--- src/rtl/rat_reduce.sv ---
// rat_reduce: reduces an unsigned rational num/den to lowest terms.
// Stein GCD, then two parallel restoring dividers by the GCD.
module rat_reduce #(
  parameter int WIDTH = 32
) (
  input  logic             clk,
  input  logic             rst,
  input  logic             in_valid,
  output logic             in_ready,
  input  logic [WIDTH-1:0] in_num,
  input  logic [WIDTH-1:0] in_den,
  output logic             out_valid,
  input  logic             out_ready,
  output logic [WIDTH-1:0] out_num,
  output logic [WIDTH-1:0] out_den,
  output logic             out_err
);

  localparam int KW = $clog2(WIDTH) + 1;
  localparam int CW = $clog2(WIDTH) + 1;

  typedef enum logic [1:0] {
    IDLE,
    GCD,
    DIV,
    DONE
  } state_t;

  state_t state, state_nx;

  logic [WIDTH-1:0] a, b, g;
  logic [KW-1:0]    k;
  logic [CW-1:0]    cnt;
  // qn/qd start as the dividends and shift the quotient bits in
  logic [WIDTH-1:0] qn, qd, rn, rd;

  logic accept, zero_den, zero_num;
  logic both_odd, last;

  logic [WIDTH:0]   tn, td;
  logic             gn, gd;
  logic [WIDTH-1:0] qn_nx, qd_nx, rn_nx, rd_nx;

  assign in_ready  = (state == IDLE);
  assign out_valid = (state == DONE);
  assign accept    = in_valid && in_ready;
  assign zero_den  = (in_den == '0);
  assign zero_num  = (in_num == '0);
  assign both_odd  = a[0] && b[0];
  assign last      = (cnt == CW'(WIDTH - 1));

  // One restoring-division step for both dividers
  always_comb begin
    tn    = {rn, qn[WIDTH-1]};
    td    = {rd, qd[WIDTH-1]};
    gn    = (tn >= {1'b0, g});
    gd    = (td >= {1'b0, g});
    rn_nx = gn ? WIDTH'(tn - {1'b0, g}) : tn[WIDTH-1:0];
    rd_nx = gd ? WIDTH'(td - {1'b0, g}) : td[WIDTH-1:0];
    qn_nx = {qn[WIDTH-2:0], gn};
    qd_nx = {qd[WIDTH-2:0], gd};
  end

  // State register
  always_ff @(posedge clk or posedge rst) begin
    if (rst) state <= IDLE;
    else     state <= state_nx;
  end

  // Next-state logic
  always_comb begin
    state_nx = state;
    unique case (state)
      IDLE: begin
        if (accept)
          state_nx = (zero_den || zero_num) ? DONE : GCD;
      end
      GCD: begin
        if (both_odd && (a == b)) state_nx = DIV;
      end
      DIV: begin
        if (last) state_nx = DONE;
      end
      DONE: begin
        if (out_ready) state_nx = IDLE;
      end
    endcase
  end

  // Datapath: capture, GCD steps, division, result registers
  always_ff @(posedge clk or posedge rst) begin
    if (rst) begin
      a       <= '0;
      b       <= '0;
      g       <= '0;
      k       <= '0;
      cnt     <= '0;
      qn      <= '0;
      qd      <= '0;
      rn      <= '0;
      rd      <= '0;
      out_num <= '0;
      out_den <= '0;
      out_err <= 1'b0;
    end else begin
      unique case (state)
        IDLE: begin
          if (accept) begin
            a   <= in_num;
            b   <= in_den;
            k   <= '0;
            cnt <= '0;
            qn  <= in_num;
            qd  <= in_den;
            rn  <= '0;
            rd  <= '0;
            if (zero_den) begin
              out_num <= '0;
              out_den <= '0;
              out_err <= 1'b1;
            end else if (zero_num) begin
              out_num <= '0;
              out_den <= WIDTH'(1);
              out_err <= 1'b0;
            end
          end
        end
        GCD: begin
          unique case (1'b1)
            !a[0] && !b[0]: begin
              a <= a >> 1;
              b <= b >> 1;
              k <= k + 1'b1;
            end
            !a[0] && b[0]:           a <= a >> 1;
            a[0] && !b[0]:           b <= b >> 1;
            both_odd && (a == b):    g <= a << k;
            both_odd && (a > b):     a <= a - b;
            both_odd && (a < b):     b <= b - a;
          endcase
        end
        DIV: begin
          qn  <= qn_nx;
          qd  <= qd_nx;
          rn  <= rn_nx;
          rd  <= rd_nx;
          cnt <= cnt + 1'b1;
          if (last) begin
            out_num <= qn_nx;
            out_den <= qd_nx;
            out_err <= 1'b0;
          end
        end
        DONE: ;
      endcase
    end
  end

endmodule

--- config.mk ---
export PLATFORM = sky130hd
export DESIGN_NAME = rat_reduce
export DESIGN_NICKNAME = d
export VERILOG_FILES = /design/src/rtl/rat_reduce.sv
export SDC_FILE = /design/constraint.sdc
export NUM_CORES = 1
export LEC_CHECK = 0
export ABC_AREA = 0
export CAP_MARGIN = 0
export CORE_MARGIN = 4
export CORE_UTILIZATION = 45
export CTS_CLUSTER_DIAMETER = 150
export CTS_CLUSTER_SIZE = 20
export DETAILED_ROUTE_END_ITERATION = 7
export GPL_ROUTABILITY_DRIVEN = 0
export SLEW_MARGIN = 20
export SYNTH_ARGS = -nofsm -noshare
export SYNTH_HDL_FRONTEND = slang
export SYNTH_SLANG_ARGS = --single-unit
export TNS_END_PERCENT = 30
--- constraint.sdc ---
create_clock -name clk -period 13.2 [get_ports clk]
set_input_delay 2.64 -clock clk [delete_from_list [all_inputs] [get_ports clk]]
set_output_delay 2.64 -clock clk [all_outputs]
set_load 0.02 [all_outputs]
=== Word-level counts from Yosys, hierarchy flattened ===
Index checks and enable logic that the tools add are counted.
W data, S select, Z words.

* Register bits after elaboration: 303
* Logic and storage cells: 100
* Input bits: 68

* Equality and inequality tests: 13
* Magnitude comparators: 4
* Add/subtract/negate cells: 6
* Multiplexer cells: 38
* Reduce and logical (&&, ||, !) cells: 25
* Shift operators: 1

{| class="wikitable"
|+ Operators with widths
! operator !! count
|-
| $pmux W32 S2 || 10
|-
| $mux W32 || 13
|-
| $sub A32 B32 Y32 || 4
|-
| $ge A33 B32 Y1 || 2
|-
| $logic_not A32 Y1 || 2
|-
| $eq A32 B32 Y1 || 1
|-
| $gt A32 B32 Y1 || 1
|-
| $lt A32 B32 Y1 || 1
|-
| $shl A32 B6 Y32 || 1
|-
| $pmux W6 S2 || 2
|-
| $add A6 B1 Y6 const B || 2
|-
| $mux W6 || 2
|-
| $mux W2 || 5
|-
| $reduce_and A3 Y1 || 3
|-
| $logic_and A1 B1 Y1 || 8
|-
| $pmux W2 S4 || 1
|-
| $reduce_and A4 Y1 || 2
|-
| $eq A6 B5 Y1 const B || 1
|-
| $ne A2 B2 Y1 const B || 3
|-
| $ne A3 B3 Y1 const B || 2
|-
| $eq A2 B2 Y1 const B || 2
|-
| $mux W1 || 4
|-
| $ne A2 B1 Y1 const B || 2
|-
| $reduce_and A2 Y1 || 2
|-
| other kinds (8) || 11
|}

=== Depth between registers and ports, before layout ===
* Depth after elaboration: 5
* Depth in mapped cells: 14
* Mapped depth without buffers: 12

=== Least setup slack after synthesis ===
No wires, ideal clock.

* Path type: input port to flip-flop
* Start: input in_num[5]
* End: register out_num[24]
* Library setup time: 135 ps
* Slack: 8743 ps
* Stages on the path: 10
* Arrival: 4322 ps
* Required time: 13065 ps
* Path buffers: 3
* Cells stage by stage: nor4_1 -> nand4_1 -> o21ai_0 -> nor2_1 -> or3_1 -> clkbuf_1 -> clkbuf_1 -> clkbuf_1 -> nand2_1 -> o21ai_0

* Word-level cells in the longest chain between the ends: 3

{| class="wikitable"
|+ RTL lines
! item !! line !! text
|-
| start, declared || 10 || <nowiki>input logic [WIDTH-1:0] in_num,</nowiki>
|-
| $logic_not A32 Y1 || 48 || <nowiki>assign zero_num = (in_num == '0);</nowiki>
|-
| $ne A3 B1 Y1 (no line) || n/a ||
|-
| $reduce_and A4 Y1 (no line) || n/a ||
|-
| end signal, assigned || 149 || <nowiki>out_num <= qn_nx;</nowiki>
|-
| end, declared || 14 || <nowiki>output logic [WIDTH-1:0] out_num,</nowiki>
|}

Every way passes these cells.
A chain may end at the register's enable or synchronous reset.

=== Worst setup path after layout ===
* Start: input in_den[0]
* End: register out_err

* Word-level cells in the longest chain between the ends: 4
* Elaborated cells between the ends (all ways): 6

{| class="wikitable"
|+ RTL lines
! item !! line !! text
|-
| start, declared || 11 || <nowiki>input logic [WIDTH-1:0] in_den,</nowiki>
|-
| $logic_not A32 Y1 (*) || 47 || <nowiki>assign zero_den = (in_den == '0);</nowiki>
|-
| $mux W1 || 117 || <nowiki>if (zero_den) begin</nowiki>
|-
| $mux W1 || 108 || <nowiki>if (accept) begin</nowiki>
|-
| $pmux W1 S2 || 106 || <nowiki>unique case (state)</nowiki>
|-
| end signal, assigned || 104 || <nowiki>out_err <= 1'b0;</nowiki>
|-
| end signal, assigned || 120 || <nowiki>out_err <= 1'b1;</nowiki>
|-
| end signal, assigned || 124 || <nowiki>out_err <= 1'b0;</nowiki>
|-
| end, declared || 16 || <nowiki>output logic out_err</nowiki>
|}

Every way passes the cells marked *; elsewhere a longest branch is shown, timed or not. The select of a mux whose other input is x is not followed.

==> impl_metrics.ini <==
[timing]
slew_viol_final = 0
fin_worst_skew_ps = 42.6
setup_viol = 0
report.final.hold_viol_count = 0
period_minus_slack_ps = 5260
fin_crit_sh = 0.399
grt_setup_unrepaired = no
setup_tns_ps = 0
relSlewSlack = 0.304
tightest_slew_ps = 1040
max_freq_ghz = 0.190

[synth]
syn_area_per_cell_um2 = 8.28
synth_xor_area_frac = 0.0391
synth-async-reset-ratio = 1.00
synth_adder_area_share = 0.0774
yosys.cell_types.count = 91
synth_top_area_frac = 0.332
yosysWarnings = 0
ys_seq_elements = 303
synth-seq-area-share = 0.332
synth_nets = 2966
synth-simple-area-share = 0.155
yosys.area.top_type = dfrtp_1
synth.most_common_cell = nand2_1
synth_top_family_by_area = compound AO/OA/AOI/OAI gates
syn-cell-area_um2 = 22900
synthMuxAreaShare = 0.0589
netlist_top_cells_count = nand2_1, dfrtp_1, a21oi_1
synth_area_leaders = dfrtp_1, ha_1, nand2_1
netlist_instances = 2759
synth_compound_area_frac = 0.278
synth_edf_count = 0
dominantRegCellSynth = dfrtp_1

[pwr]
netSwitchingPower_uw = 4190
vdd_drop_max_v = 0.000207
internal_power_uw = 3620
swShare = 0.537
power_frac_comb = 0.715
p_seq_frac = 0.206
p_leak_uw = 0.0107
p_per_area_nw_per_um2 = 312
clkPwrFrac = 0.078

[global_route]
grt_pass1_vias = 20032
antenna_found_initial = 3
overflow = 0
grt_max_degree = 132
grt_pass1_wl_um = 122000
track_usage = 0.283

[routing]
drc = 0
drt_first_pass_iters = 6
avgRoutedWirePerCell_um = 23.2
routed_wl_um = 79500
postRouteAntennaNets = 0
vias = 21813
vias_per_cell = 6.37
drt-initial-drc-count = 2651

[cts]
cts.path.max_buffers = 3
cts_root_buf = clkbuf_16
postCtsSetupBuffers = 0
worstSkewPairLatency_ps = 560
post_cts_resized = 0
hold_buffers = 0
cts_tree = built
cts.sinks = 303
cts_buffers = 19
h-tree-depth = 1
clk_pin_slew_ps = 90

[setup_path]
slowest_stage = nor4_1
worstPathCellList = clkdlybuf4s50_1 -> nor4_1 -> nand4_1 -> nor2_1 -> nor2_1 -> or3_4 -> buf_16 -> mux2_2
critical_path_arrival_ps = 5700
crit_top_cell = nor2_1
endpoint_kind = register
cp_max_fo = 85
crit_path_max_incr_delay_ps = 890
cp-start-kind = input port
critPathKind = in2reg
cp.required_ps = 13640

[placed_design]
dp_hpwl_um = 58700
post-place-cells = 3402
port_buffers = 134
place_area_um2 = 24500

[floorplan]
die_h_um = 233
core_um2 = 50200
rows = 82
io_pins = 135
die_w_um = 233
initial_core_util = 0.456
dieArea_um2 = 54500

[final_layout]
fillers = 4868
drive_gt1_frac = 0.0483
layout.nets = 2959
syn2layout_area_growth_pct = 9.60
multi_input_area_um2 = 14000
regArea_um2 = 7580
fin_area_um2 = 25100
fin_cells = 3427

[status]
status = completed

[job]
cap_violations = 0

[min_path]
hp-class = reg2reg
final cells by class:
| type | instances | share of cell area |
|---|---|---|
| multi-input combinational | 2122 | 0.558 |
| sequential | 303 | 0.303 |
| timing repair buffer | 162 | 0.0632 |
| tap | 672 | 0.0336 |
| inverter | 144 | 0.0219 |
| clock buffer | 20 | 0.0191 |
| clock inverter | 2 | 0.00115 |
| antenna | 2 | 0.000200 |
path summary, 6_finish.rpt:
kind	start	end	slack, ps	cells after the start
max	in_den[0]	out_err$_DFFE_PP0P_	7940	8
min	out_num[8]$_DFFE_PP0P_	out_num[8]$_DFFE_PP0P_	490	2
max reg2reg	a[3]$_DFFE_PP0P_	g[5]$_DFFE_PP0P_	8670	12
min reg2reg	out_num[8]$_DFFE_PP0P_	out_num[8]$_DFFE_PP0P_	490	2
max in group asynchronous	rst	k[0]$_DFFE_PP0P_	8460	4
min in group asynchronous	rst	out_num[22]$_DFFE_PP0P_	2670	2
kinds of logic after synthesis:
kind of cell	count (synthesis)
AO/OA/AOI/OAI	985
AND/OR/NAND/NOR	785
flip-flops	303
buffers and inverters	334
multiplexers	111
XOR/XNOR	102
adder cells (fa/ha/maj)	139
state kept, by name (all words and copies together) (netlist names):
| register | flops |
|---|---|
| a | 32 |
| b | 32 |
| cnt | 6 |
| g | 32 |
| k | 6 |
| out_den | 32 |
| out_err | 1 |
| out_num | 32 |
| qd | 32 |
| qn | 32 |
| rd | 32 |
| rn | 32 |
| state | 2 |
routing by layer:
| metal | share of wire | track usage | vias to the layer above |
|---|---|---|---|
| met5 | 0.00073 | 0.00827 | - |
| met1 | 0.45 | 0.417 | 10685 |
| met4 | 0.030 | 0.0749 | 4 |
| met2 | 0.44 | 0.430 | 932 |
| li1 | - | - | 10049 |
| met3 | 0.078 | 0.0463 | 143 |
power by group through the flow:
stage / clock network, uW / registers, uW / logic (uW)
6_report: 612 / 1610 / 5590
5_1_grt: 653 / 1650 / 6090
4_1_cts: 627 / 1600 / 5470
3_5_place_dp: 0 / 1610 / 5440
3_3_place_gp: 0 / 1610 / 5370
2_1_floorplan: 0 / 1520 / 4120
per-stage QoR:
step                hold slack [ps]  total power (uW)  setup slack [ps]  utilization
global placement                461              6980              7420        0.489
finish                          485              7810              7940        0.499
global route                    508              8390              7850        0.499
CTS                             490              7690              8020        0.499
floorplan                       450              5640              2190            -
detailed placement              470              7060              7440        0.489
cells in the final DEF (no fill, tap or decap), types with 26 or more instances in the layout:
master,n
clkdlybuf4s50_1,134
o211ai_1,26
nor3_1,52
a211o_1,30
inv_1,138
a21oi_1,236
nand4_1,30
xnor2_1,61
buf_4,26
o22ai_1,127
nand2_1,342
xor2_1,41
a31oi_1,26
ha_1,132
dfrtp_1,302
nand3_1,26
a21o_1,61
nor2_1,192
mux2i_1,85
o21ai_0,222
a22o_1,30
critical path: cells and delay by family:
| kind | cells | cell delay (ps) |
|---|---|---|
| buffers and inverters | 2 | 750 |
| multiplexers | 1 | 310 |
| AND/OR/NAND/NOR | 5 | 1950 |
(Power assumes the default switching activity.)
